==> src/rtl/shared_bus_arbiter.sv <==
// shared_bus_arbiter
//   Round-robin owner selection for a single shared WIDTH-bit net. One
//   requester at a time is granted, every hand-off passes through a one-cycle
//   turnaround with no grant, and the bus output is registered from the
//   granted requester's data only, so two drivers never reach the net at once.
//
// Ports
//   clk        rising-edge clock
//   rst        asynchronous, active-high reset
//   req        per-requester level-sensitive request
//   data_in    requester i data at [i*WIDTH +: WIDTH]
//   gnt        registered one-hot-or-zero grant
//   owner      index of current owner (meaningful while gnt or bus_valid is high)
//   bus_out    registered shared bus value, zero when no owner data
//   bus_valid  bus_out carries owner data (lags gnt by one cycle)
module shared_bus_arbiter #(
    parameter int unsigned NUM_REQ  = 4,
    parameter int unsigned WIDTH    = 5,
    parameter int unsigned MAX_HOLD = 8
) (
    input  logic                       clk,
    input  logic                       rst,
    input  logic [NUM_REQ-1:0]         req,
    input  logic [NUM_REQ*WIDTH-1:0]   data_in,
    output logic [NUM_REQ-1:0]         gnt,
    output logic [$clog2(NUM_REQ)-1:0] owner,
    output logic [WIDTH-1:0]           bus_out,
    output logic                       bus_valid
);

    localparam int unsigned OW       = $clog2(NUM_REQ);
    localparam logic [7:0]  HOLD_MAX = 8'(MAX_HOLD);

    typedef enum logic [1:0] {IDLE, GRANT, TURN} state_t;

    state_t             state_q, state_d;
    logic [OW-1:0]      last_q, last_d;
    logic [OW-1:0]      owner_q, owner_d;
    logic [NUM_REQ-1:0] gnt_q, gnt_d;
    logic [7:0]         hold_q, hold_d;
    logic [WIDTH-1:0]   bus_q, bus_d;
    logic               bus_valid_q, bus_valid_d;

    logic [WIDTH-1:0]   data_arr [NUM_REQ];
    logic [OW-1:0]      winner;
    logic               others;

    for (genvar gi = 0; gi < NUM_REQ; gi++) begin : g_unpack
        assign data_arr[gi] = data_in[gi*WIDTH +: WIDTH];
    end

    // Search last+1 .. last+NUM_REQ; iterating from the far end lets the
    // nearest requesting index overwrite the others, so the previous owner
    // (offset NUM_REQ) is considered last.
    always_comb begin
        int unsigned idx;
        winner = last_q;
        for (int unsigned k = NUM_REQ; k > 0; k--) begin
            idx = (32'(last_q) + k) % NUM_REQ;
            if (req[OW'(idx)]) begin
                winner = OW'(idx);
            end
        end
    end

    assign others = |(req & ~gnt_q);

    always_comb begin
        state_d     = state_q;
        last_d      = last_q;
        owner_d     = owner_q;
        gnt_d       = gnt_q;
        hold_d      = hold_q;
        bus_valid_d = |gnt_q;
        bus_d       = (|gnt_q) ? data_arr[owner_q] : '0;

        unique case (state_q)
            IDLE, TURN: begin
                if (|req) begin
                    state_d        = GRANT;
                    gnt_d          = '0;
                    gnt_d[winner]  = 1'b1;
                    owner_d        = winner;
                    last_d         = winner;
                    hold_d         = 8'd1;
                end else begin
                    state_d = IDLE;
                    gnt_d   = '0;
                    hold_d  = '0;
                end
            end
            GRANT: begin
                if (!req[owner_q] || (hold_q == HOLD_MAX && others)) begin
                    state_d = TURN;
                    gnt_d   = '0;
                    hold_d  = '0;
                end else if (hold_q != HOLD_MAX) begin
                    hold_d = hold_q + 8'd1;
                end
            end
            default: begin
                state_d = IDLE;
                gnt_d   = '0;
                hold_d  = '0;
            end
        endcase
    end

    always_ff @(posedge clk or posedge rst) begin
        if (rst) begin
            state_q     <= IDLE;
            last_q      <= OW'(NUM_REQ - 1);
            owner_q     <= '0;
            gnt_q       <= '0;
            hold_q      <= '0;
            bus_q       <= '0;
            bus_valid_q <= 1'b0;
        end else begin
            state_q     <= state_d;
            last_q      <= last_d;
            owner_q     <= owner_d;
            gnt_q       <= gnt_d;
            hold_q      <= hold_d;
            bus_q       <= bus_d;
            bus_valid_q <= bus_valid_d;
        end
    end

    assign gnt       = gnt_q;
    assign owner     = owner_q;
    assign bus_out   = bus_q;
    assign bus_valid = bus_valid_q;

endmodule

==> config.mk <==
export PLATFORM = sky130hd
export DESIGN_NAME = shared_bus_arbiter
export DESIGN_NICKNAME = d
export VERILOG_FILES = /design/src/rtl/shared_bus_arbiter.sv
export SDC_FILE = /design/constraint.sdc
export NUM_CORES = 1
export LEC_CHECK = 0
export CORE_MARGIN = 4
export CORE_UTILIZATION = 50
export DETAILED_ROUTE_END_ITERATION = 10
export DONT_BUFFER_PORTS = 1
export GPL_ROUTABILITY_DRIVEN = 0
export PLACE_DENSITY = 0.62
export SKIP_CTS_REPAIR_TIMING = 1
export SYNTH_ARGS = -nofsm -noshare
export SYNTH_HDL_FRONTEND = slang
export SYNTH_SLANG_ARGS = --single-unit
==> constraint.sdc <==
create_clock -name clk -period 1.8 [get_ports clk]
set_input_delay 0.18 -clock clk [delete_from_list [all_inputs] [get_ports clk]]
set_output_delay 0.18 -clock clk [all_outputs]
set_load 0.01 [all_outputs]
Word level (Yosys, flattened, before mapping):

Cells that the tools add are included.

* register bits after elaboration: 24
* latch bits: 0
* bits in writable memories: 0
* bits in read-only memories: 0
* memories: 0

* $add $sub $neg: 5
* multiply operators: 0
* divide/modulo/power cells: 0
* $lt $le $gt $ge: 8
* eq/ne operators: 6
* shifts and indexed selects: 0
* muxes and demuxes: 30
* bitwise operators: 3
* reduce and logical (&&, ||, !) cells: 10

Operators with widths (count)
* 2-bit by 3-bit less-than comparator with 1-bit output, second input constant: 6
* 8-bit two-way mux: 2
* 8-bit one-hot mux with 2 select lines: 1
* 5-bit two-way mux: 3
* 4-bit OR reduction: 3
* 1-bit binary-select mux with 2-bit select: 5
* 5-bit binary-select mux with 2-bit select: 1
* 2-bit two-way mux: 5
* 8-bit by 1-bit adder with 8-bit output, second input constant: 1
* 8-bit by 4-bit equality test with 1-bit output, second input constant: 1
* 1-bit two-way mux: 8
* 4-bit two-way mux: 2
* 8-bit by 4-bit inequality test with 1-bit output, second input constant: 1
* 4-bit one-hot mux with 2 select lines: 1
* 2-bit by 1-bit adder with 2-bit output, second input constant: 2
* 2-bit adder, second input constant: 2
* 4-bit AND: 1
* 4-bit inverter: 1
* 2-bit one-hot mux with 2 select lines: 1
* 3-bit greater-or-equal comparator, second input constant: 1
* 3-bit inequality test, second input constant: 1
* 2-bit inverter with 3-bit output: 1
* 1-bit demux with 2-bit select: 1
* 2-bit by 1-bit equality test with 1-bit output, second input constant: 1
* 9 further kinds: 10

Logic depth before layout (Yosys ltp):

* depth in word-level cells: 13
* mapped depth: 6
* depth with buffers taken out: 5

Least setup slack after synthesis:

OpenSTA, ideal clock, no wires.

* path type: register to register
* start: reg owner_q[0] (netlist: owner[0])
* end: reg gnt_q[1] (netlist: gnt[1])
* library setup time: 122 ps
* data arrival time: 1402 ps
* path slack: 276 ps
* cell stages (with the launch flop): 6
* buffers on the path: 2
* clock period less this slack: 1524 ps
* cells stage by stage: dfrtp_1 buf_4 mux4_2 o2111ai_2 buf_6 o2bb2ai_1

* cells in the longest elaborated chain, start to end: 5

Ends and longest elaborated chain
* from (decl): RTL line 38 `logic [OW-1:0] owner_q, owner_d;`
* from (signal assigned): RTL line 121 `owner_q <= owner_d;`
* 1-bit binary-select mux with 2-bit select: RTL line 93 `if (!req[owner_q] || (hold_q == HOLD_MAX && others)) begin`
* 1-bit two-way mux (implied by the code): RTL line 93
* 1-bit zero test: RTL line 93
* 1-bit logical OR: RTL line 93
* 2-bit inequality test (no source line)
* to (signal assigned): RTL line 122 `gnt_q <= gnt_d;`
* to (decl): RTL line 39 `logic [NUM_REQ-1:0] gnt_q, gnt_d;`

Every way passes these cells. The select of a mux whose other input is x is not followed.
A chain may end at the register's enable or synchronous reset.

Worst setup path in the final report:

* start: reg hold_q[0]
* end: reg state_q[1]

* cells in the longest elaborated chain, start to end: 4

Ends and longest elaborated chain
* from (decl): RTL line 40 `logic [7:0] hold_q, hold_d;`
* from (signal assigned): RTL line 123 `hold_q <= hold_d;`
* 8-bit by 4-bit equality test with 1-bit output: RTL line 93
* 1-bit logical AND: RTL line 93
* 1-bit logical OR: RTL line 93
* 2-bit inequality test (no source line)
* to (signal assigned): RTL line 119 `state_q <= state_d;`
* to (decl): RTL line 36 `state_t state_q, state_d;`

Every way passes these cells.

==> flow_metrics.tcl <==
set metrics [dict create \
    setup_tns_ns 0 \
    preCtsSetupSlack_ns 0.330 \
    drtIter0Drc 11 \
    relSlewSlack_pct 81.1 \
    antenna_left 0 \
    ir_worst_vdd_mv 0.966 \
    critPathKind "reg -> reg" \
    setup_ws_ns 0.313 \
    remaining_drc_errors 0 \
    reg2reg_from "hold_q[0]" \
    fp.dieW_um 59.0 \
    switching_power_w 0.000871 \
    yosys_register_bits 24 \
    pin_count 38 \
    final_nets 158 \
    critPathTopFamily "flip-flops" \
    syn_to_final_growth_pct 10.4 \
    tightest_slew_ns 0.283 \
    leakagePower_nw 0.635 \
    viasPerCell 5.85 \
    fin_cells 159 \
    sw_frac_of_total_pct 38.8 \
    synth_edf_count 0 \
    max_clock_freq_mhz 672 \
    path_clk_slew_ns 0.13 \
    r2r-end "state_q[1]" \
    reg2regPathDepth 6 \
    numCtsBuffers 3 \
    cts-root-buf "clkbuf_4" \
    cp-start-kind "flip-flop" \
    outcome "finished, final reports clean" \
    grt_max_degree 20 \
    die_area_um2 3480 \
    place_inst 154 \
    crit_path_cell_trace "inv_1 > ha_1 > nand4_1 > o2111ai_2 > buf_4 > and3_1" \
    finalMaxSlewViolations 0 \
    regArea_um2 603 \
    port_buffers 0 \
    overflow 0 \
    coreArea_um2 2480 \
    pwr-share-seq_pct 42.0 \
    hold_end "gnt[3]" \
    drive_gt1_share_pct 20.9 \
    clk_latency_ns 0.32 \
    crit_buf_inv 2 \
    internal-power_w 0.00137 \
    dpl_cell_area_um2 1390 \
    synthTopCellsByArea "dfrtp_1, mux4_2, dfstp_2" \
    first_pass_iters 4 \
    skew_ns 0.00488 \
    cp_max_fo 10 \
    cts_tree "yes" \
    yosysTopAreaCellShare_pct 42.3 \
    grt_pass1_vias 930 \
    critPathMaxStageDelay_ns 0.47 \
    crit_cells 6 \
    drv_cap 0 \
    fillers 215 \
    mappedNetlistArea_um2 1300 \
    syn_nets 145 \
    cp-end-kind "flip-flop" \
    ys_seq_area_share_pct 46.4 \
    grt.total_usage_pct 17.3 \
    hold_start "req[3]" \
    clockBufferDepth 2 \
    rows 18 \
    min_path_type "in -> reg" \
    hold_viol 0 \
    yosysWarnings 0 \
    synth_area_per_cell_um2 11.1 \
    rrSetupSlack_ns 0.31 \
    antenna_found_initial 0 \
    numClockSinks 24 \
    slowest_stage "dfrtp_1" \
    fin_area_um2 1440 \
    initial_utilization_pct 52.5 \
    yosys.area.top_type "dfrtp_1" \
    synthArstFlopShare_pct 100 \
    crit_arrival_ns 1.76 \
    min_period_ns 1.49 \
    rsz0062_at_grt "false" \
    whs_ns 0.152 \
    min_delay_path_depth 3 \
    clockPowerShare_pct 12.8 \
    wl_per_cell_um 17.0 \
    setup_viol 0 \
    num_vias 930 \
    drt-total-wl_mm 2.71 \
    syn-instance-count 117 \
    multiInputGateArea_um2 636 \
    required_ns 2.07 \
    die_y_um 59.0 \
    antenna_cells 0 \
    p_comb_share_pct 45.3 \
    synthDistinctLibCells 37 \
    grt_pass1_wl_mm 4.49 \
    p_per_area_nw_per_um2 1560 \
    hpwl_mm 2.17 \
    synth_ff_type "dfrtp_1" \
    min_period_over_period_pct 82.6 \
    htreeDepth 1 \
]
-- how the worst max path moves through the flow --
stage / start / end / slack [ns]
final: hold_q[0] / state_q[1] / 0.31
after CTS: hold_q[0] / state_q[1] / 0.32
after global routing: hold_q[0] / state_q[1] / 0.25
after global placement: gnt[1] / state_q[1] / 0.36
after detailed placement: hold_q[0] / state_q[1] / 0.33
after floorplan: owner[0] / gnt[1] / 0.28
-- power groups by stage --
stage | Sequential [W] | Clock (W) | Combinational [W]
global route | 0.000977 | 0.000314 | 0.00111
detailed placement | 0.000958 | 0 | 0.00102
finish | 0.000942 | 0.000287 | 0.00102
floorplan | 0.000933 | 0 | 0.000747
global placement | 0.000947 | 0 | 0.000994
CTS | 0.000946 | 0.000295 | 0.00103
-- cells in the mapped netlist (all sizes together), types with 3 or more instances --
cell     n
and3     3
nand2b   4
mux4     6
dfrtp   22
mux2i    3
nand3    6
xor2     5
nor2b    8
nor2    13
nand2    3
a21oi    3
inv     10
-- layer usage --
metal / wire length, um / GRT usage, % / up-vias
li1: - / - / 436
met1: 1170 / 21.7 / 460
met2: 1340 / 29.5 / 27
met3: 141 / 3.05 / 7
met4: 62 / 6.80 / 0
met5: 0 / 0 / -
-- stage by stage --
stage | total power (W) | util (%)
global route | 0.00240 | 57.9
finish | 0.00224 | 57.9
detailed placement | 0.00198 | 56.1
CTS | 0.00227 | 57.5
floorplan | 0.00168 | -
global placement | 0.00194 | 56.1
-- worst reg2reg max path: stages (launching register included) --
cell and delay, ns:
dfrtp_1 0.47, inv_1 0.09, ha_1 0.14, nand4_1 0.13, o2111ai_2 0.24, buf_4 0.21, and3_1 0.16
-- cells in the final DEF (no fill, tap or decap), types with 2 or more instances in the layout --
cell,instances
dfrtp_1,22
nor2_1,13
inv_1,10
buf_4,10
nor2b_1,7
mux4_2,6
nand3_1,6
xor2_1,5
nand2b_1,4
and3_1,3
mux2i_1,3
nand2_1,3
clkbuf_4,3
nor3_1,2
nand4_1,2
a21oi_1,2
nor4_1,2
o22ai_1,2
o2bb2ai_1,2
o21a_1,2
ha_1,2
dfstp_2,2
-- cell type report --
type | count | area share, %
well taps | 30 | 2.62
flip-flops and latches | 24 | 42.0
clock buffers | 4 | 2.53
repair buffers | 11 | 5.93
inverters | 10 | 2.62
multi-input cells | 80 | 44.3
-- registers in the layout (all words and copies together) (netlist names) --
signal and flops:
bus_out 5, bus_valid 1, gnt 4, hold_q 8
last_q 2, owner 2, state_q 2
-- cell families (layout without fill, tap and decap cells) --
group	after synthesis	in the layout	share of synthesized area, %
AO/OA/AOI/OAI	16	16	10.8
XOR/XNOR	5	5	3.37
adder cells (fa/ha/maj)	2	2	1.92
buffers and inverters	13	25	4.72
flip-flops	24	24	46.4
multiplexers	9	9	12.7
AND/OR/NAND/NOR	48	48	20.1
Note: power is estimated with default switching activity, not from simulation.
